<file path="src/rtl/ann_pkg.sv">
// Shared constants and FSM encoding for the layer neuron datapath.
package ann_pkg;

    localparam int unsigned DW    = 16;
    localparam int unsigned FRAC  = 8;
    localparam int unsigned N_IN  = 28;
    localparam int unsigned AW    = 5;
    localparam int unsigned ACC_W = 40;

    localparam logic signed [DW-1:0] Y_MAX = {1'b0, {(DW-1){1'b1}}};
    localparam logic signed [DW-1:0] Y_MIN = {1'b1, {(DW-1){1'b0}}};

    typedef enum logic [1:0] {
        S_IDLE = 2'd0,
        S_RUN  = 2'd1,
        S_LAST = 2'd2,
        S_FIN  = 2'd3
    } state_e;

endpackage

</file>
<file path="src/rtl/neuron_sat_relu.sv">
// Output stage: drop fraction bits, add bias, saturate to DW, optional ReLU.
module neuron_sat_relu #(
    parameter int unsigned ACC_W = ann_pkg::ACC_W,
    parameter int unsigned FRAC  = ann_pkg::FRAC,
    parameter bit          RELU  = 1'b1
) (
    input  logic [ACC_W-1:0]         i_acc,
    input  logic [ann_pkg::DW-1:0]   i_bias,
    output logic [ann_pkg::DW-1:0]   o_y_c
);
    import ann_pkg::*;

    logic signed [ACC_W-1:0] w_shift;
    logic signed [ACC_W-1:0] w_bias;
    logic signed [ACC_W-1:0] w_sum;
    logic signed [ACC_W-1:0] w_max;
    logic signed [ACC_W-1:0] w_min;
    logic        [DW-1:0]    w_sat;

    // Arithmetic shift floors toward -inf, matching Q7.8 truncation.
    assign w_shift = $signed(i_acc) >>> FRAC;
    assign w_bias  = {{(ACC_W-DW){i_bias[DW-1]}}, i_bias};
    assign w_sum   = w_shift + w_bias;
    assign w_max   = {{(ACC_W-DW){1'b0}}, Y_MAX};
    assign w_min   = {{(ACC_W-DW){1'b1}}, Y_MIN};

    always_comb begin
        w_sat = w_sum[DW-1:0];
        if (w_sum > w_max) begin
            w_sat = Y_MAX;
        end else if (w_sum < w_min) begin
            w_sat = Y_MIN;
        end
        o_y_c = w_sat;
        if (RELU && w_sat[DW-1]) begin
            o_y_c = '0;
        end
    end

endmodule

</file>
<file path="src/rtl/neuron_mac_seq.sv">
// Sequential multiply-accumulate neuron: sweeps weight/activation memories,
// then applies bias, saturation and optional ReLU to produce one output.
module neuron_mac_seq #(
    parameter int unsigned N_IN  = ann_pkg::N_IN,
    parameter int unsigned DW    = ann_pkg::DW,
    parameter int unsigned AW    = ann_pkg::AW,
    parameter int unsigned FRAC  = ann_pkg::FRAC,
    parameter int unsigned ACC_W = ann_pkg::ACC_W,
    parameter bit          RELU  = 1'b1
) (
    input  logic          CLK,
    input  logic          RST_N,
    input  logic          START,
    output logic [AW-1:0] ADDR,
    output logic          EN,
    input  logic [DW-1:0] W_DO,
    input  logic [DW-1:0] X_DO,
    input  logic [DW-1:0] BIAS,
    output logic          BUSY,
    output logic          DONE,
    output logic [DW-1:0] Y
);
    import ann_pkg::*;

    if (ACC_W < 2*DW + $clog2(N_IN)) begin : g_chk_acc
        $error("neuron_mac_seq: ACC_W too narrow, accumulator may wrap");
    end
    if (N_IN < 2 || N_IN > (2**AW)) begin : g_chk_addr
        $error("neuron_mac_seq: N_IN must be >= 2 and addressable with AW bits");
    end
    if (DW != ann_pkg::DW) begin : g_chk_dw
        $error("neuron_mac_seq: DW must match ann_pkg::DW");
    end

    localparam logic [AW-1:0] PRE_LAST = AW'(N_IN - 2);

    state_e              r_state, w_state_nxt;
    logic [AW-1:0]       r_addr,  w_addr_nxt;
    logic                r_en,    w_en_nxt;
    logic                r_busy,  w_busy_nxt;
    logic                r_done,  w_done_nxt;
    logic [DW-1:0]       r_y,     w_y_nxt;
    logic [ACC_W-1:0]    r_acc,   w_acc_nxt;

    logic signed [2*DW-1:0] w_prod;
    logic [ACC_W-1:0]       w_prod_ext;
    logic [DW-1:0]          w_y_c;

    assign w_prod     = $signed(W_DO) * $signed(X_DO);
    assign w_prod_ext = {{(ACC_W-2*DW){w_prod[2*DW-1]}}, w_prod};

    neuron_sat_relu #(
        .ACC_W (ACC_W),
        .FRAC  (FRAC),
        .RELU  (RELU)
    ) u_sat (
        .i_acc  (r_acc),
        .i_bias (BIAS),
        .o_y_c  (w_y_c)
    );

    always_ff @(posedge CLK or negedge RST_N) begin
        if (!RST_N) begin
            r_state <= S_IDLE;
            r_addr  <= '0;
            r_en    <= 1'b0;
            r_busy  <= 1'b0;
            r_done  <= 1'b0;
            r_y     <= '0;
            r_acc   <= '0;
        end else begin
            r_state <= w_state_nxt;
            r_addr  <= w_addr_nxt;
            r_en    <= w_en_nxt;
            r_busy  <= w_busy_nxt;
            r_done  <= w_done_nxt;
            r_y     <= w_y_nxt;
            r_acc   <= w_acc_nxt;
        end
    end

    // Memory data lags ADDR by one cycle, so each edge consumes the previous address.
    always_comb begin
        w_state_nxt = r_state;
        w_addr_nxt  = r_addr;
        w_en_nxt    = r_en;
        w_busy_nxt  = r_busy;
        w_done_nxt  = 1'b0;
        w_y_nxt     = r_y;
        w_acc_nxt   = r_acc;
        case (r_state)
            S_IDLE: begin
                if (START) begin
                    w_state_nxt = S_RUN;
                    w_addr_nxt  = '0;
                    w_en_nxt    = 1'b1;
                    w_acc_nxt   = '0;
                    w_busy_nxt  = 1'b1;
                end
            end
            S_RUN: begin
                w_acc_nxt  = r_acc + w_prod_ext;
                w_addr_nxt = r_addr + AW'(1);
                if (r_addr == PRE_LAST) begin
                    w_state_nxt = S_LAST;
                end
            end
            S_LAST: begin
                w_acc_nxt   = r_acc + w_prod_ext;
                w_en_nxt    = 1'b0;
                w_addr_nxt  = '0;
                w_state_nxt = S_FIN;
            end
            S_FIN: begin
                w_y_nxt     = w_y_c;
                w_done_nxt  = 1'b1;
                w_busy_nxt  = 1'b0;
                w_state_nxt = S_IDLE;
            end
            default: begin
                w_state_nxt = S_IDLE;
            end
        endcase
    end

    assign ADDR = r_addr;
    assign EN   = r_en;
    assign BUSY = r_busy;
    assign DONE = r_done;
    assign Y    = r_y;

endmodule

</file>
<file path="config.mk">
export PLATFORM = sky130hd
export DESIGN_NAME = neuron_mac_seq
export DESIGN_NICKNAME = d
export VERILOG_FILES = /design/src/rtl/ann_pkg.sv /design/src/rtl/neuron_sat_relu.sv /design/src/rtl/neuron_mac_seq.sv
export SDC_FILE = /design/constraint.sdc
export NUM_CORES = 1
export LEC_CHECK = 0
export ABC_AREA = 1
export CAP_MARGIN = 25
export CELL_PAD_IN_SITES_DETAIL_PLACEMENT = 0
export CELL_PAD_IN_SITES_GLOBAL_PLACEMENT = 1
export CORE_MARGIN = 2
export CORE_UTILIZATION = 30
export DETAILED_ROUTE_END_ITERATION = 12
export DONT_BUFFER_PORTS = 1
export GPL_ROUTABILITY_DRIVEN = 0
export MAX_ROUTING_LAYER = met4
export PLACE_DENSITY = 0.52
export RECOVER_POWER = 25
export SYNTH_ARGS = -nofsm -noshare
export SYNTH_HDL_FRONTEND = slang
export SYNTH_SLANG_ARGS = --single-unit
</file>
<file path="constraint.sdc">
create_clock -name CLK -period 6.9 [get_ports CLK]
set_clock_uncertainty 0.15 [all_clocks]
set_input_delay 2.07 -clock CLK [delete_from_list [all_inputs] [get_ports CLK]]
set_output_delay 2.07 -clock CLK [all_outputs]
set_load 0.05 [all_outputs]
</file>
**Word-level counts from Yosys, hierarchy flattened**

Cells that the tools add are included.

- Flip-flop bits (word level): 66
- Word-level logic and storage cells: 44

- Add/sub/neg operators: 3
- Muxes and demuxes: 14
- Order comparisons: 2
- Multipliers: 1
- Reduce and logical (&&, ||, !) cells: 11
- Equality and inequality tests: 6

Operator list:

| operator | count |
|---|---|
| $pmux W40 S2 | 1 |
| $add A40 B40 Y40 | 1 |
| $gt A40 B16 Y1 const B | 1 |
| $lt A40 B16 Y1 const B | 1 |
| $mux W40 | 1 |
| $add A32 B16 Y33 | 1 |
| $mul A16 B16 Y32 | 1 |
| $mux W16 | 2 |
| $mux W15 | 1 |
| $pmux W5 S3 | 1 |
| $reduce_and A2 Y1 | 5 |
| $pmux W2 S4 | 1 |
| $reduce_bool A2 Y1 | 3 |
| $add A5 B1 Y5 const B | 1 |
| $eq A5 B5 Y1 const B | 1 |
| $mux W5 | 1 |
| $eq A2 B2 Y1 const B | 2 |
| $mux W2 | 2 |
| $ne A2 B2 Y1 const B | 2 |
| $pmux W1 S2 | 2 |
| $reduce_bool A3 Y1 | 1 |
| $eq A2 B1 Y1 const B | 1 |
| $logic_not A2 Y1 | 1 |
| $mux W1 | 2 |
| $reduce_or A2 Y1 | 1 |

**Logic depth before layout (Yosys ltp)**

- Depth after elaboration: 5
- Mapped depth: 41
- Depth with buffers taken out: 39

**Modules after synthesis**

Synthesis repeated with hierarchy kept, for this count alone.

- Cells, all modules: 2777
- Area total of the unflattened synthesis: 18694.2 um^2

By module, submodules not included:

| module | cells each | instances | seq. area each (um^2) | area an instance (um^2) |
|---|---|---|---|---|
| neuron_mac_seq | 2232 | 1 | 1651.6 | 15997.8 |
| neuron_sat_relu | 545 | 1 | 0.0 | 2696.3 |

**Least setup slack after synthesis**

Ideal clock, no wire load.

- Path type: input to register
- Start: in X_DO[5]
- End: reg r_acc[35]
- Stages on the path: 34
- Arrival time: 9100 ps
- Setup slack: -2473 ps
- Buffers on the path: 2
- Library setup time: 123 ps
- Required time: 6627 ps
- Path through: clkbuf_1 clkbuf_1 nand2_1 fa_1 inv_1 fa_1 fa_1 fa_1 inv_1 fa_1 fa_1 inv_1 ha_1 inv_1 nor3_1 nand2_1 inv_1 o21ai_0 and2_0 nand3_1 nand2_1 ha_1 nand2_1 nor2_1 inv_1 nor2_1 and3_1 nand3_1 nand3_1 nand3_1 nand2_1 a21oi_1 o21ai_0 nand2_1

- Cells in the longest elaborated chain, start to end: 3

RTL lines:

| item | RTL line | text |
|---|---|---|
| start, declared | neuron_mac_seq.sv:17 | `input logic [DW-1:0] X_DO,` |
| $mul A16 B16 Y32 | neuron_mac_seq.sv:49 | `assign w_prod = $signed(W_DO) * $signed(X_DO);` |
| $add A40 B40 Y40 | neuron_mac_seq.sv:102, neuron_mac_seq.sv:109 |  |
| $pmux W40 S2 | neuron_mac_seq.sv:91 | `case (r_state)` |
| end signal, assigned | neuron_mac_seq.sv:78 | `r_acc <= w_acc_nxt;` |
| end, declared | neuron_mac_seq.sv:43 | `logic [ACC_W-1:0] r_acc, w_acc_nxt;` |

Every way passes these cells.
A chain may end at the register's enable or synchronous reset.

**Worst setup path in the final report**

- Start: in X_DO[15]
- End: reg r_acc[35]

Same word-level chain as after synthesis.

==> results.py <==
metrics = {
    "flow_run": {
        "max_cap_violations": 0,
    },
    "synthesis": {
        "synthXorXnorAreaFrac": 0.0307,
        "asyncSetResetFlopFracSynth": 1.00,
        "synth_area_per_inst_sq_um": 6.99,
        "synth_compound_area_frac": 0.0852,
        "netlist_instances": 2577,
        "ys.warnings.count": 0,
        "mappedNetlistNets": 3053,
        "dominantRegCellSynth": "dfrtp_1",
        "muxShareOfSynthArea": 0,
        "mappedNetlistArea_sq_mm": 0.0180,
        "synth_sequential_area_ratio": 0.0903,
        "synth_cell_types": 53,
        "synth_top_family_by_area": "adder cells",
        "synth_fa_ha_area_frac": 0.405,
        "post_synth_and_or_nand_nor_area_fraction": 0.233,
        "synth_seq_cells": 65,
        "number_of_enable_type_register_cells_in_the_synthesized_netlist": 0,
    },
    "global_route": {
        "grt_use_total": 0.204,
        "grt_pass1_vias": 17600,
        "grt_pass1_wl_mm": 97.3,
        "grt_max_degree": 66,
        "grt_antenna_before_repair": 4,
        "globalRouteOverflowTotal": 0,
    },
    "drt": {
        "route.final.wire_length_mm": 60.4,
        "dr.pass1.iters": 7,
        "dr_total_vias": 16500,
        "drt_iter0_drc": 834,
        "route.detailed.drc": 0,
        "ant_nets": 0,
        "routed_via_density": 4.55,
        "wire_per_inst_microns": 16.6,
    },
    "final_layout": {
        "layout.cells.most_common_list": "nand2_1, inv_1, buf_4, fa_1, ha_1",
        "num-nets-final": 3326,
        "final_common_cell": "nand2_1",
        "syn_to_final_growth_pct": 35.1,
        "layout_cells_sized_above_1": 0.298,
        "final_cell_count_no_fill": 3632,
    },
    "timing": {
        "max_freq_ghz": 0.116,
        "total_count_of_max_transition_violations_in_the_final_report": 0,
        "finalHoldViolCount": 0,
        "timing.final.ws_setup_ns": -1.69,
        "final.period_utilization": 1.24,
        "grt_setup_unrepaired": "true",
        "timing.max_slew.rel_slack": 0.184,
        "final_period_minus_worst_setup_slack_ns": 8.59,
        "timing_worst_slew_pin_value_ns": 1.22,
        "timing.final.setup_violations": 30,
    },
    "worst_setup_path": {
        "worst_path_dominant_cell_family": "adder cells",
        "criticalPathCategory": "input port to flip-flop",
        "slowest_stage": "fa_1",
        "r2r.worst_path.cells": 15,
        "setup.reg_to_reg.worst_slack_ns": 3.61,
        "cp_max_fo": 7,
        "timing.critical_path.arrival_ns": 8.68,
        "critical_path.max_stage_delay_ns": 0.57,
        "worst_r2r_startpoint": "r_acc[8]",
        "cp-endpoint": "r_acc[35]",
        "critPathLaunch": "X_DO[15]",
        "critical_path.startpoint_type": "input port",
        "critical_path.endpoint_type": "flip-flop",
        "timing.critical_path.buf_inv": 8,
        "critPathRequiredTime_ns": 6.99,
        "r2r_end": "Y[8]",
        "cp.depth": 36,
    },
    "die": {
        "floorplan.rows": 89,
        "die_height_microns": 249,
        "floorplan.die.width_microns": 249,
        "die_area_sq_mm": 0.0620,
        "core_area_sq_mm": 0.0592,
        "effective_utilization_at_floorplan": 0.304,
        "floorplan.io_pins": 75,
    },
    "hold_path": {
        "timing.hold.worst_path_depth": 2,
        "worst_hold_check_path_type": "flip-flop to flip-flop",
    },
    "cts": {
        "clock_tree_from_tritoncts": "yes",
        "root_buffer": "clkbuf_16",
        "cts_num_sinks": 65,
        "clock_tree.htree_level_count": 3,
        "cts.path.max_buffers": 2,
        "postCtsHoldBufs": 0,
        "numCtsBuffers": 9,
        "path_clk_slew_ns": 0.06,
        "worst_skew_pair.late_latency_ns": 0.36,
    },
    "status": {
        "outcome": "complete, but fails checks",
        "violations": "negative setup slack",
    },
    "place": {
        "dpl_worst_slack_ns": -2.54,
        "dp_hpwl_mm": 50.6,
        "io_buffers": 0,
        "place_inst": 3549,
    },
}
-- tightest hold or removal path, stage by stage (launching register included) --
cell and delay (ns):
dfrtp_1 0.35, nand2_1 0.06, o31ai_1 0.05
-- cells by family after synthesis --
logic type	Yosys count
AND/OR/NAND/NOR	1013
buffers and inverters	738
adder cells (fa/ha/maj)	425
AO/OA/AOI/OAI	274
flip-flops	65
XOR/XNOR	61
other	1
-- area by class of cell --
class | count | area (sq um)
clock buffers | 9 | 225
well taps | 773 | 967
flip-flops and latches | 65 | 1630
inverters | 664 | 2500
fillers | 6129 | 34900
diodes | 4 | 10.0
repair buffers | 336 | 2790
multi-input cells | 1774 | 16200
clock inverters | 7 | 78.8
-- worst min path at each step --
stage / end / slack [ns] / startpoint
6_report: r_acc[5] / 0.34 / r_acc[5]
4_1_cts: r_acc[5] / 0.35 / r_acc[5]
3_3_place_gp: r_acc[7] / 0.32 / r_acc[7]
2_1_floorplan: r_acc[5] / 0.31 / r_acc[5]
3_5_place_dp: r_acc[5] / 0.33 / r_acc[5]
5_1_grt: r_acc[7] / 0.38 / r_acc[7]
-- registers in the layout (all words and copies together) (netlist names) --
signal and count:
BUSY 1, r_acc 40, ADDR 5, r_state 2, EN 1, DONE 1
Y 15
-- Yosys cell counts, types with 5 or more instances --
cell | number | share of area
a21o_1 | 10 | 0.0042
a21oi_1 | 122 | 0.034
a31oi_1 | 10 | 0.0035
clkbuf_1 | 66 | 0.014
dfrtp_1 | 65 | 0.090
fa_1 | 264 | 0.29
ha_1 | 161 | 0.11
inv_1 | 659 | 0.14
nand2_1 | 690 | 0.14
nand2_2 | 8 | 0.0028
nand3_1 | 90 | 0.025
nand3_2 | 5 | 0.0028
nand3b_1 | 5 | 0.0021
nand4_1 | 19 | 0.0066
nor2_1 | 129 | 0.027
nor2_2 | 13 | 0.0045
nor3_1 | 19 | 0.0053
o21ai_0 | 81 | 0.022
o21bai_1 | 14 | 0.0058
o31ai_1 | 10 | 0.0042
or2_2 | 21 | 0.0073
xnor2_1 | 19 | 0.0092
xor2_1 | 41 | 0.020
-- metrics by stage --
stage / util / hold WS, ns / instance area [sq um] / setup TNS, ns
6_report: 0.411 / 0.342 / 24300 / -38.74
5_1_grt: 0.411 / 0.381 / 24300 / -47.13
4_1_cts: 0.384 / 0.347 / 22700 / -39.90
3_5_place_dp: 0.363 / 0.330 / 21500 / -57.86
3_3_place_gp: 0.363 / 0.323 / 21500 / -57.33
2_1_floorplan: - / 0.308 / 19100 / -33.82
-- per-layer routing --
metal | GRT usage | vias up | routed length, microns
met5 | - | - | 0
met4 | 0.0368 | 0 | 929
met1 | 0.263 | 8032 | 27900
li1 | - | 8239 | -
met3 | 0.0238 | 52 | 1910
met2 | 0.347 | 201 | 29700
-- repair_timing --
action / 4_1_cts / 5_1_grt
gates cloned: 0 / 0
resized for setup: 196 / 321
pin swaps: 91 / 185
buffers inserted: 20 / 48
endpoints found under the setup margin: 30 / 32
Power is not shown: default switching activity piles up to over one toggle a cycle in this logic, so the estimate is an artifact.
